--- config.mk ---
export PLATFORM = sky130hd
export DESIGN_NAME = hamming_decoder_8bit_pipe
export DESIGN_NICKNAME = d
export VERILOG_FILES = /design/src/rtl/hamming_decoder_8bit_pipe.sv
export SDC_FILE = /design/constraint.sdc
export NUM_CORES = 1
export LEC_CHECK = 0
export CAP_MARGIN = 20
export CORE_ASPECT_RATIO = 2
export CORE_MARGIN = 2
export CORE_UTILIZATION = 47
export DETAILED_ROUTE_END_ITERATION = 16
export PLACE_DENSITY = 0.88
export SLEW_MARGIN = 20
export SYNTH_ARGS = -nofsm -noshare
export SYNTH_HDL_FRONTEND = slang
export SYNTH_SLANG_ARGS = --single-unit
--- constraint.sdc ---
create_clock -name clk -period 1.6 [get_ports clk]
set_input_delay 0.24 -clock clk [delete_from_list [all_inputs] [get_ports clk]]
set_output_delay 0.24 -clock clk [all_outputs]
set_load 0.03 [all_outputs]
--- src/rtl/hamming_decoder_8bit_pipe.sv ---
// (12,8) Hamming SEC decoder with a 2-stage valid/ready pipeline and
// saturating statistics counters for corrected and uncorrectable words.
module hamming_decoder_8bit_pipe #(
    parameter int CNT_W = 16
) (
    input  logic             clk,
    input  logic             rst_n,
    input  logic             in_valid,
    output logic             in_ready,
    input  logic [11:0]      code_in,
    output logic             out_valid,
    input  logic             out_ready,
    output logic [7:0]       data_out,
    output logic [3:0]       syndrome_out,
    output logic             err_corr,
    output logic             err_uncorr,
    input  logic             cnt_clr,
    output logic [CNT_W-1:0] corr_cnt,
    output logic [CNT_W-1:0] uncorr_cnt
);

    localparam logic [CNT_W-1:0] CNT_MAX = {CNT_W{1'b1}};
    localparam logic [CNT_W-1:0] CNT_ONE = {{(CNT_W-1){1'b0}}, 1'b1};

    function automatic logic [3:0] calc_syndrome(input logic [11:0] code);
        logic [7:0] d;
        logic [3:0] q;
        d    = code[11:4];
        q[0] = d[0] ^ d[1] ^ d[3] ^ d[4] ^ d[6];
        q[1] = d[0] ^ d[2] ^ d[3] ^ d[5] ^ d[6];
        q[2] = d[1] ^ d[2] ^ d[3] ^ d[7];
        q[3] = d[4] ^ d[5] ^ d[6] ^ d[7];
        return q ^ code[3:0];
    endfunction

    // Syndromes with two or more bits set (and below 13) point at one data bit.
    function automatic logic [7:0] flip_mask(input logic [3:0] s);
        logic [7:0] m;
        case (s)
            4'd3:    m = 8'h01;
            4'd5:    m = 8'h02;
            4'd6:    m = 8'h04;
            4'd7:    m = 8'h08;
            4'd9:    m = 8'h10;
            4'd10:   m = 8'h20;
            4'd11:   m = 8'h40;
            4'd12:   m = 8'h80;
            default: m = 8'h00;
        endcase
        return m;
    endfunction

    logic             s1_valid_r;
    logic [7:0]       s1_data_r;
    logic [3:0]       s1_syn_r;
    logic             s2_valid_r;
    logic [7:0]       data_r;
    logic [3:0]       syn_r;
    logic             corr_r;
    logic             uncorr_r;
    logic [CNT_W-1:0] corr_cnt_r;
    logic [CNT_W-1:0] uncorr_cnt_r;

    logic             adv2_s;
    logic             in_ready_s;
    logic             deliver_s;
    logic [3:0]       syn_in_s;
    logic [7:0]       dec_data_s;
    logic             dec_corr_s;
    logic             dec_uncorr_s;

    assign adv2_s     = !s2_valid_r || out_ready;
    assign in_ready_s = !s1_valid_r || adv2_s;
    assign deliver_s  = s2_valid_r && out_ready;
    assign syn_in_s   = calc_syndrome(code_in);

    // Decode stage-1 contents into corrected data and error flags.
    always_comb begin
        dec_data_s   = s1_data_r;
        dec_corr_s   = 1'b0;
        dec_uncorr_s = 1'b0;
        case (s1_syn_r)
            4'd0: begin
                dec_corr_s   = 1'b0;
                dec_uncorr_s = 1'b0;
            end
            4'd1, 4'd2, 4'd4, 4'd8: begin
                dec_corr_s = 1'b1;
            end
            4'd13, 4'd14, 4'd15: begin
                dec_uncorr_s = 1'b1;
            end
            default: begin
                dec_corr_s = 1'b1;
                dec_data_s = s1_data_r ^ flip_mask(s1_syn_r);
            end
        endcase
    end

    // Stage 1: capture received data and its syndrome on accept.
    always_ff @(posedge clk or negedge rst_n) begin
        if (!rst_n) begin
            s1_valid_r <= 1'b0;
            s1_data_r  <= 8'h00;
            s1_syn_r   <= 4'h0;
        end else if (in_ready_s) begin
            s1_valid_r <= in_valid;
            if (in_valid) begin
                s1_data_r <= code_in[11:4];
                s1_syn_r  <= syn_in_s;
            end
        end
    end

    // Stage 2: output register; fields hold while the consumer stalls.
    always_ff @(posedge clk or negedge rst_n) begin
        if (!rst_n) begin
            s2_valid_r <= 1'b0;
            data_r     <= 8'h00;
            syn_r      <= 4'h0;
            corr_r     <= 1'b0;
            uncorr_r   <= 1'b0;
        end else if (adv2_s) begin
            s2_valid_r <= s1_valid_r;
            if (s1_valid_r) begin
                data_r   <= dec_data_s;
                syn_r    <= s1_syn_r;
                corr_r   <= dec_corr_s;
                uncorr_r <= dec_uncorr_s;
            end
        end
    end

    // Saturating statistics; a clear wins over a same-cycle delivery.
    always_ff @(posedge clk or negedge rst_n) begin
        if (!rst_n) begin
            corr_cnt_r   <= {CNT_W{1'b0}};
            uncorr_cnt_r <= {CNT_W{1'b0}};
        end else if (cnt_clr) begin
            corr_cnt_r   <= {CNT_W{1'b0}};
            uncorr_cnt_r <= {CNT_W{1'b0}};
        end else begin
            if (deliver_s && corr_r && (corr_cnt_r != CNT_MAX)) begin
                corr_cnt_r <= corr_cnt_r + CNT_ONE;
            end
            if (deliver_s && uncorr_r && (uncorr_cnt_r != CNT_MAX)) begin
                uncorr_cnt_r <= uncorr_cnt_r + CNT_ONE;
            end
        end
    end

    assign in_ready     = in_ready_s;
    assign out_valid    = s2_valid_r;
    assign data_out     = data_r;
    assign syndrome_out = syn_r;
    assign err_corr     = corr_r;
    assign err_uncorr   = uncorr_r;
    assign corr_cnt     = corr_cnt_r;
    assign uncorr_cnt   = uncorr_cnt_r;

endmodule

==> run summary, run 1 <==
Total Routing Usage GR - 27.8%
number of library cell types mapped by synthesis - 47
initial antenna violation count - 0
FF+latch count, synth - 60
status - finished, violations left
Skew-Pair Late Insertion Delay - 340 ps
die area - 7750 µm²
Final Util - 76.6%
RSZ-0062 raised after global routing - true
clk slew on worst S/H paths - 60 ps
Place WS - -476 ps
CP endpoint - corr_cnt[5]$_DFFE_PN0P_
overall power - 4.86 mW
cell leakage power - 2.38 nW
Reg2Reg Setup Slack - -110 ps
worst hold slack - 453 ps
Slew @ Worst Pin - 425 ps
DP Wirelength - 6.81 mm
crit share post-route - 107%
Sw Pwr - 1.54 mW
Post-Synthesis Cell Area - 3300 µm²
Worst Reg-to-Reg Cells - 6
clk sinks - 60
initial drt markers - 247
Mapped Avg Cell Area - 10.0 µm²
gr ovfl total - 0
final setup fails - 19
Yosys top cell area share - 45.5%
Via density - 5.86
Synth Flop Type - dfrtp_1
Critical Path Start - corr_cnt[1]$_DFFE_PN0P_
row cnt - 43
Pwr Density - 922 nW/µm²
Max Cap Viol - 0
H-tree lvl count - 3
synthesized net count - 348
clock buffer count from CTS - 9
Slew Limit Fails - 0
final setup margin - -106 ps
DR vias - 3307
clock share of power - 36.5%
crit path time final - 1710 ps
Die H - 122 µm
DR WL/cell - 18.9 µm
ANT cells - 0
RR Startpoint - corr_cnt[1]$_DFFE_PN0P_
Initial DRT Pass Iterations - 4
failing checks - negative setup slack
RePlAce Congestion - 0.826
drt drc - 0
Antenna Nets Post-Route - 0
first-pass GRT wire length - 16.5 mm
register area share after synthesis - 45.5%
Fmax - 0.586 GHz
initial core utilization - 47.9%
CP Capture Type - flop
Yosys top cell by area - dfrtp_1
Crit Path Max Fanout - 8
Syn Inst Count - 329
Slew HR - 71.5%
Setup Skew - 10.6 ps
Crit Path Class - flop to flop
layout cells sized above 1 - 44.3%
Hold Path Class - input port to async pin
synth warn - 0
final hold violation count - 0
P_int - 3.32 mW
core area - 6890 µm²
Sw Share - 31.7%
reg2reg end - corr_cnt[5]$_DFFE_PN0P_
Area contributors post-synth - dfrtp_1 46%, mux2_2 7.8%, xnor2_1 4.8%
EDFF count, synth - 0
Buffers on Ports - 64
crit path launch type - flop
maximum vdd drop - 0.763 mV
IO Pins - 65
Detailed Route WL - 10.6 mm
CTS tree - yes
vias in the first global route - 3445
nets@finish - 488
Max Buffers Root-to-Sink - 2
Die Span X - 63.2 µm
Layout area overhead - 59.8%
Critical Path AT - 1920 ps
asr flop ratio synth - 100%
WP data required - 1820 ps
largest net degree at the start of global routing - 61
clock root cell - clkbuf_16
Gate power share - 23.7%
part of the power in registers - 39.8%
==> metrics by stage <==
step | TNS, ps | cells | instance area (µm²)
global route | -1710 | 564 | 5270
detailed placement | -11720 | 536 | 4720
floorplan | -1840 | 329 | 3500
finish | -939 | 564 | 5270
global placement | -8130 | 536 | 4720
CTS | -533 | 559 | 5110
==> layer usage <==
metal  global-route usage [%]  part of all wire [%]  vias to the layer above  wire (µm)
met1                     27.3                    35                     1642       3730
met2                     52.6                    56                      150       5920
met5                        0                     0                        -          0
met4                     16.4                   4.6                        0        485
li1                         -                     -                     1473          -
met3                     5.59                   4.7                       42        504
==> critical path, stage by stage, from the launching register on <==
cell and delay (ps):
dfrtp_2 440, ha_4 180, nand3_4 80, nor4_4 60
buf_12 150, a2111oi_4 330, mux2_4 340
==> layout by cell type (no fill, tap or decap), types with 4 or more instances in the layout <==
cell type	Yosys	routed
a21oi_1	22	6
a21oi_2	1	14
and3_4	0	4
buf_12	0	4
buf_4	2	74
clkbuf_1	11	4
clkbuf_16	0	9
clkdlybuf4s50_1	0	14
dfrtp_1	60	28
dfrtp_2	0	32
dlygate4sd2_1	0	41
dlymetal6s2s_1	0	6
inv_1	6	6
mux2_2	23	14
mux2_4	1	13
nand2_1	31	30
nand3_1	9	4
nand3_2	1	4
nand4_1	11	11
nor2_1	18	18
nor2b_1	14	14
nor4bb_1	5	4
o21ai_0	15	14
o31ai_1	11	9
or3_1	6	6
or4_4	0	5
xnor2_1	18	18
xor2_1	6	6
==> layout make-up <==
type | instances | area (µm²)
tap | 90 | 113
inverter | 6 | 22.5
clock inverter | 2 | 10.0
fill | 458 | 1610
timing repair buffer | 145 | 1260
clock buffer | 14 | 254
sequential | 60 | 1540
multi-input combinational | 247 | 2070
==> how the worst min path moves through the flow <==
stage               start                        end  slack (ps)  cells after the start
CTS                 rst_n    corr_cnt[2]$_DFFE_PN0P_         470                      3
floorplan           rst_n    corr_cnt[0]$_DFFE_PN0P_         -60                      0
global placement    rst_n    corr_cnt[2]$_DFFE_PN0P_         270                      2
global route        rst_n    corr_cnt[2]$_DFFE_PN0P_         510                      3
finish              rst_n  uncorr_cnt[3]$_DFFE_PN0P_         450                      3
detailed placement  rst_n  uncorr_cnt[3]$_DFFE_PN0P_         270                      2
==> state kept, by name, summed over array words and instances, names as in the netlist <==
signal	flops
s1_syn_r	4
corr_cnt	16
out_valid	1
err_corr	1
data_out	8
s1_valid_r	1
uncorr_cnt	16
syndrome_out	4
err_uncorr	1
s1_data_r	8
==> synthesized netlist by cell type, types with 7 or more instances <==
master / count
nand4_1: 11
dfrtp_1: 60
o21ai_0: 15
nor2b_1: 14
or4_1: 7
nand2_1: 31
nor2_1: 18
nand3_1: 9
mux2_2: 23
clkbuf_1: 11
o31ai_1: 11
xnor2_1: 18
a21oi_1: 22
and3_1: 7
==> cell families (layout without fill, tap and decap cells) <==
kind of cell    count (synthesis)  in the layout  synth area share [%]
flops                          60             60                  45.5
xor+xnor                       24             24                  6.37
buf+inv                        23            167                  3.00
simple gates                  133            134                  23.7
fa+ha+maj                       2              2                 0.758
mux                            29             29                  9.94
compound gates                 58             58                  10.7
==> what timing repair did <==
action	4_1_cts	5_1_grt
endpoints found under the hold margin	60	0
hold buffers	1	0
gates resized for setup	68	31
gates cloned	0	1
pin swaps	11	9
buffers inserted	7	5
endpoints found under the setup margin	63	34
==> power groups by stage <==
| stage | Clock [mW] | Sequential, mW | Combinational (mW) |
|---|---|---|---|
| detailed placement | 0 | 1.94 | 1.17 |
| global placement | 0 | 1.94 | 1.14 |
| CTS | 1.76 | 1.93 | 1.15 |
| finish | 1.77 | 1.93 | 1.15 |
| floorplan | 0 | 2.10 | 0.492 |
| global route | 1.82 | 1.95 | 1.24 |
No activity file was read; power rests on OpenSTA's default activity.
==> run 2, diff against run 1 <==
--- a/config.mk
+++ b/config.mk
@@ -8,9 +8,11 @@
 export CAP_MARGIN = 20
 export CORE_ASPECT_RATIO = 2
 export CORE_MARGIN = 2
-export CORE_UTILIZATION = 47
+export CORE_UTILIZATION = 56
 export DETAILED_ROUTE_END_ITERATION = 16
-export PLACE_DENSITY = 0.88
+export HOLD_SLACK_MARGIN = 0.1
+export PLACE_DENSITY = 0.95
+export SETUP_SLACK_MARGIN = 0.1
 export SLEW_MARGIN = 20
 export SYNTH_ARGS = -nofsm -noshare
 export SYNTH_HDL_FRONTEND = slang
==> constraint.sdc (replaced) <==
create_clock -name clk -period 2 [get_ports clk]
set_input_delay 0.3 -clock clk [delete_from_list [all_inputs] [get_ports clk]]
set_output_delay 0.3 -clock clk [all_outputs]
set_load 0.03 [all_outputs]
==> run 2 against run 1 <==
The run now ends clean. Global-route usage rose by 2.0 points. Via count shrank 8.0%. Sequential cell count unchanged. Largest power group is now the clock network.
==> run summary, run 2 (synthesis gave the netlist of run 1 again) <==
clk slew on worst S/H paths - 50 ps (about the same)
Met1 Routed Length - 3.05 mm (-18%)
WP data required - 1700 ps (-120 ps)
initial drt markers - 192 (-22%)
CP endpoint - corr_cnt[11]
Skew-Pair Late Insertion Delay - 340 ps (about the same)
drt drc - 0 (unchanged)
final setup margin - 134 ps (+239 ps)
Place WS - -117 ps (+360 ps)
initial core utilization - 57.8% (+9.9 points)
Hold Path Class - input port to async pin
DP Wirelength - 6.20 mm (-8.9%)
worst hold slack - 478 ps (+25.0 ps)
core area - 5710 µm² (-17%)
Layout area overhead - 36.8%
# fillers - 352 (-23%)
RePlAce Congestion - 0.910 (+10%)
CP Capture Type - output port
Initial DRT Pass Iterations - 7 (+3)
family with the most delay on the worst path - buffers and inverters
Buffers on Ports - 64 (unchanged)
max layer used - met4
row cnt - 39 (-9.3%)
gr ovfl total - 0 (unchanged)
DR vias - 3041 (-8.0%)
Critical Path AT - 1570 ps (-350 ps)
Antenna Nets Post-Route - 0 (unchanged)
final hold violation count - 0 (unchanged)
Worst path max stage delay - 730 ps (+290 ps)
H-tree lvl count - 3 (unchanged)
Reg2Reg Setup Slack - 140 ps (+250 ps)
crit path launch type - flop
multi-input combinational cell area - 1730 µm² (-16%)
CP bufs+invs - 1 (unchanged)
crit path time final - 1870 ps
clk sinks - 60 (unchanged)
Critical Path Start - corr_cnt[11]$_DFFE_PN0P_
DR WL/cell - 19.0 µm (+0.85%)
Total Routing Usage GR - 29.8% (+2.0 points)
Storage cell area - 1510 µm² (-2.2%)
Setup Skew - 6.12 ps (-4.45 ps)
status - finished, final reports clean
Fmax - 0.536 GHz
maximum vdd drop - 1.18 mV (+55%)
RR Startpoint - corr_cnt[1]$_DFFE_PN0P_
ANT cells - 0 (unchanged)
vias in the first global route - 3140 (-8.9%)
Post-Layout Inst Area - 4510 µm² (-14%)
Die Span X - 58.3 µm (-7.9%)
clock buffer count from CTS - 9 (unchanged)
layout cells sized above 1 - 20.8% (-24 points)
first-pass GRT wire length - 14.7 mm (-11%)
Slew HR - 63.7% (-7.8 points)
initial antenna violation count - 0 (unchanged)
commonest cells after routing, fill and taps aside - 62 x clkdlybuf4s50_1, 55 x dfrtp_1, 30 x nand2_1
CTS tree - yes
wire length on met2 - 5.19 mm (-12%)
clock root cell - clkbuf_16
placed cell areas - 4110 µm² (-13%)
final setup fails - 0 (-19)
IO Pins - 65 (unchanged)
Detailed Route WL - 9.03 mm (-15%)
nets@finish - 428 (-12%)
commonest non-fill, non-tap cell in the layout - clkdlybuf4s50_1
crit share post-route - 93.3%
Die H - 113 µm (-8.1%)
die area - 6560 µm² (-15%)
overall power - 4.29 mW (-12%)
Via density - 6.40 (+9.2%)
reg2reg end - corr_cnt[2]$_DFFE_PN0P_
Pwr Density - 950 nW/µm² (+3.0%)
Max Buffers Root-to-Sink - 2 (unchanged)
Slew @ Worst Pin - 538 ps (+113 ps)
length of routed met3 wiring - 439 µm (-13%)
Crit Path Max Fanout - 7 (-1)
largest net degree at the start of global routing - 44 (-28%)
Max Cap Viol - 0 (unchanged)
Crit Path Class - flop to output port
Worst Reg-to-Reg Cells - 6 (unchanged)
CP cell instances - clkdlybuf4s50_1
Worst path depth - 1 (-5)
RSZ-0062 raised after global routing - false
Slowest cell on crit path - clkdlybuf4s50_1
cell leakage power - 1.83 nW (-23%)
Slew Limit Fails - 0 (unchanged)
==> run 2: changes by cell type in the layout (fill, tap and decap cells not counted), moves of 5 or more <==
cell	change
dlygate4sd2_1	-41
a21oi_1	+15
dfrtp_2	-27
mux2_2	+9
dlymetal6s2s_1	-6
buf_4	-54
or4_1	+5
a21oi_2	-12
mux2_4	-12
or4_4	-5
dfrtp_1	+27
and3_1	+6
clkdlybuf4s50_1	+48
==> run 2: cell type report <==
type | count | share of cell area (%)
Multi-Input combinational cell | 246 | 38.4
Tap cell | 61 | 1.69
Sequential cell | 60 | 33.4
Inverter | 6 | 0.499
Timing Repair Buffer | 86 | 18.3
Clock inverter | 6 | 2.47
Clock buffer | 10 | 5.29
==> run 2: worst min path at each step <==
stage,start,endpoint,slack (ps),depth (start not counted)
2_1_floorplan,rst_n,corr_cnt[0]$_DFFE_PN0P_,4,0
3_3_place_gp,rst_n,syndrome_out[0]$_DFFE_PN0P_,290,1
3_5_place_dp,rst_n,syndrome_out[0]$_DFFE_PN0P_,300,1
4_1_cts,rst_n,corr_cnt[10]$_DFFE_PN0P_,480,2
5_1_grt,rst_n,syndrome_out[0]$_DFFE_PN0P_,520,2
6_report,rst_n,corr_cnt[10]$_DFFE_PN0P_,480,2
==> run 2: what timing repair did <==
action / in CTS / in global routing
endpoints found under the hold margin: 20 / 0
setup buffers: 0 / 3
hold buffers: 1 / 0
pin swaps: 1 / 1
setup endpoints to repair: 4 / 13
gates resized for setup: 0 / 7
==> run 2: per-stage QoR <==
step / util [%] / std cells / TNS (ps)
6_report: 79.1 / 475 / 0
5_1_grt: 79.1 / 475 / 0
4_1_cts: 78.2 / 472 / 0
3_5_place_dp: 71.9 / 455 / -469
3_3_place_gp: 71.9 / 455 / -115
2_1_floorplan: - / 329 / 0
==> run 2: power breakdown <==
| part | leakage (nW) | internal, mW | switching [mW] |
|---|---|---|---|
| logic | 0.884 | 0.429 | 0.491 |
| registers | 0.774 | 1.37 | 0.186 |
| clock network | 0.169 | 1.25 | 0.568 |
| total | 1.83 | 3.04 | 1.25 |
==> run 2: layer usage <==
layer / vias to the layer above / global-route usage (%)
li1: 1351 / -
met1: 1520 / 30.0
met2: 136 / 51.5
met3: 34 / 6.80
met4: 0 / 21.1
met5: - / 0
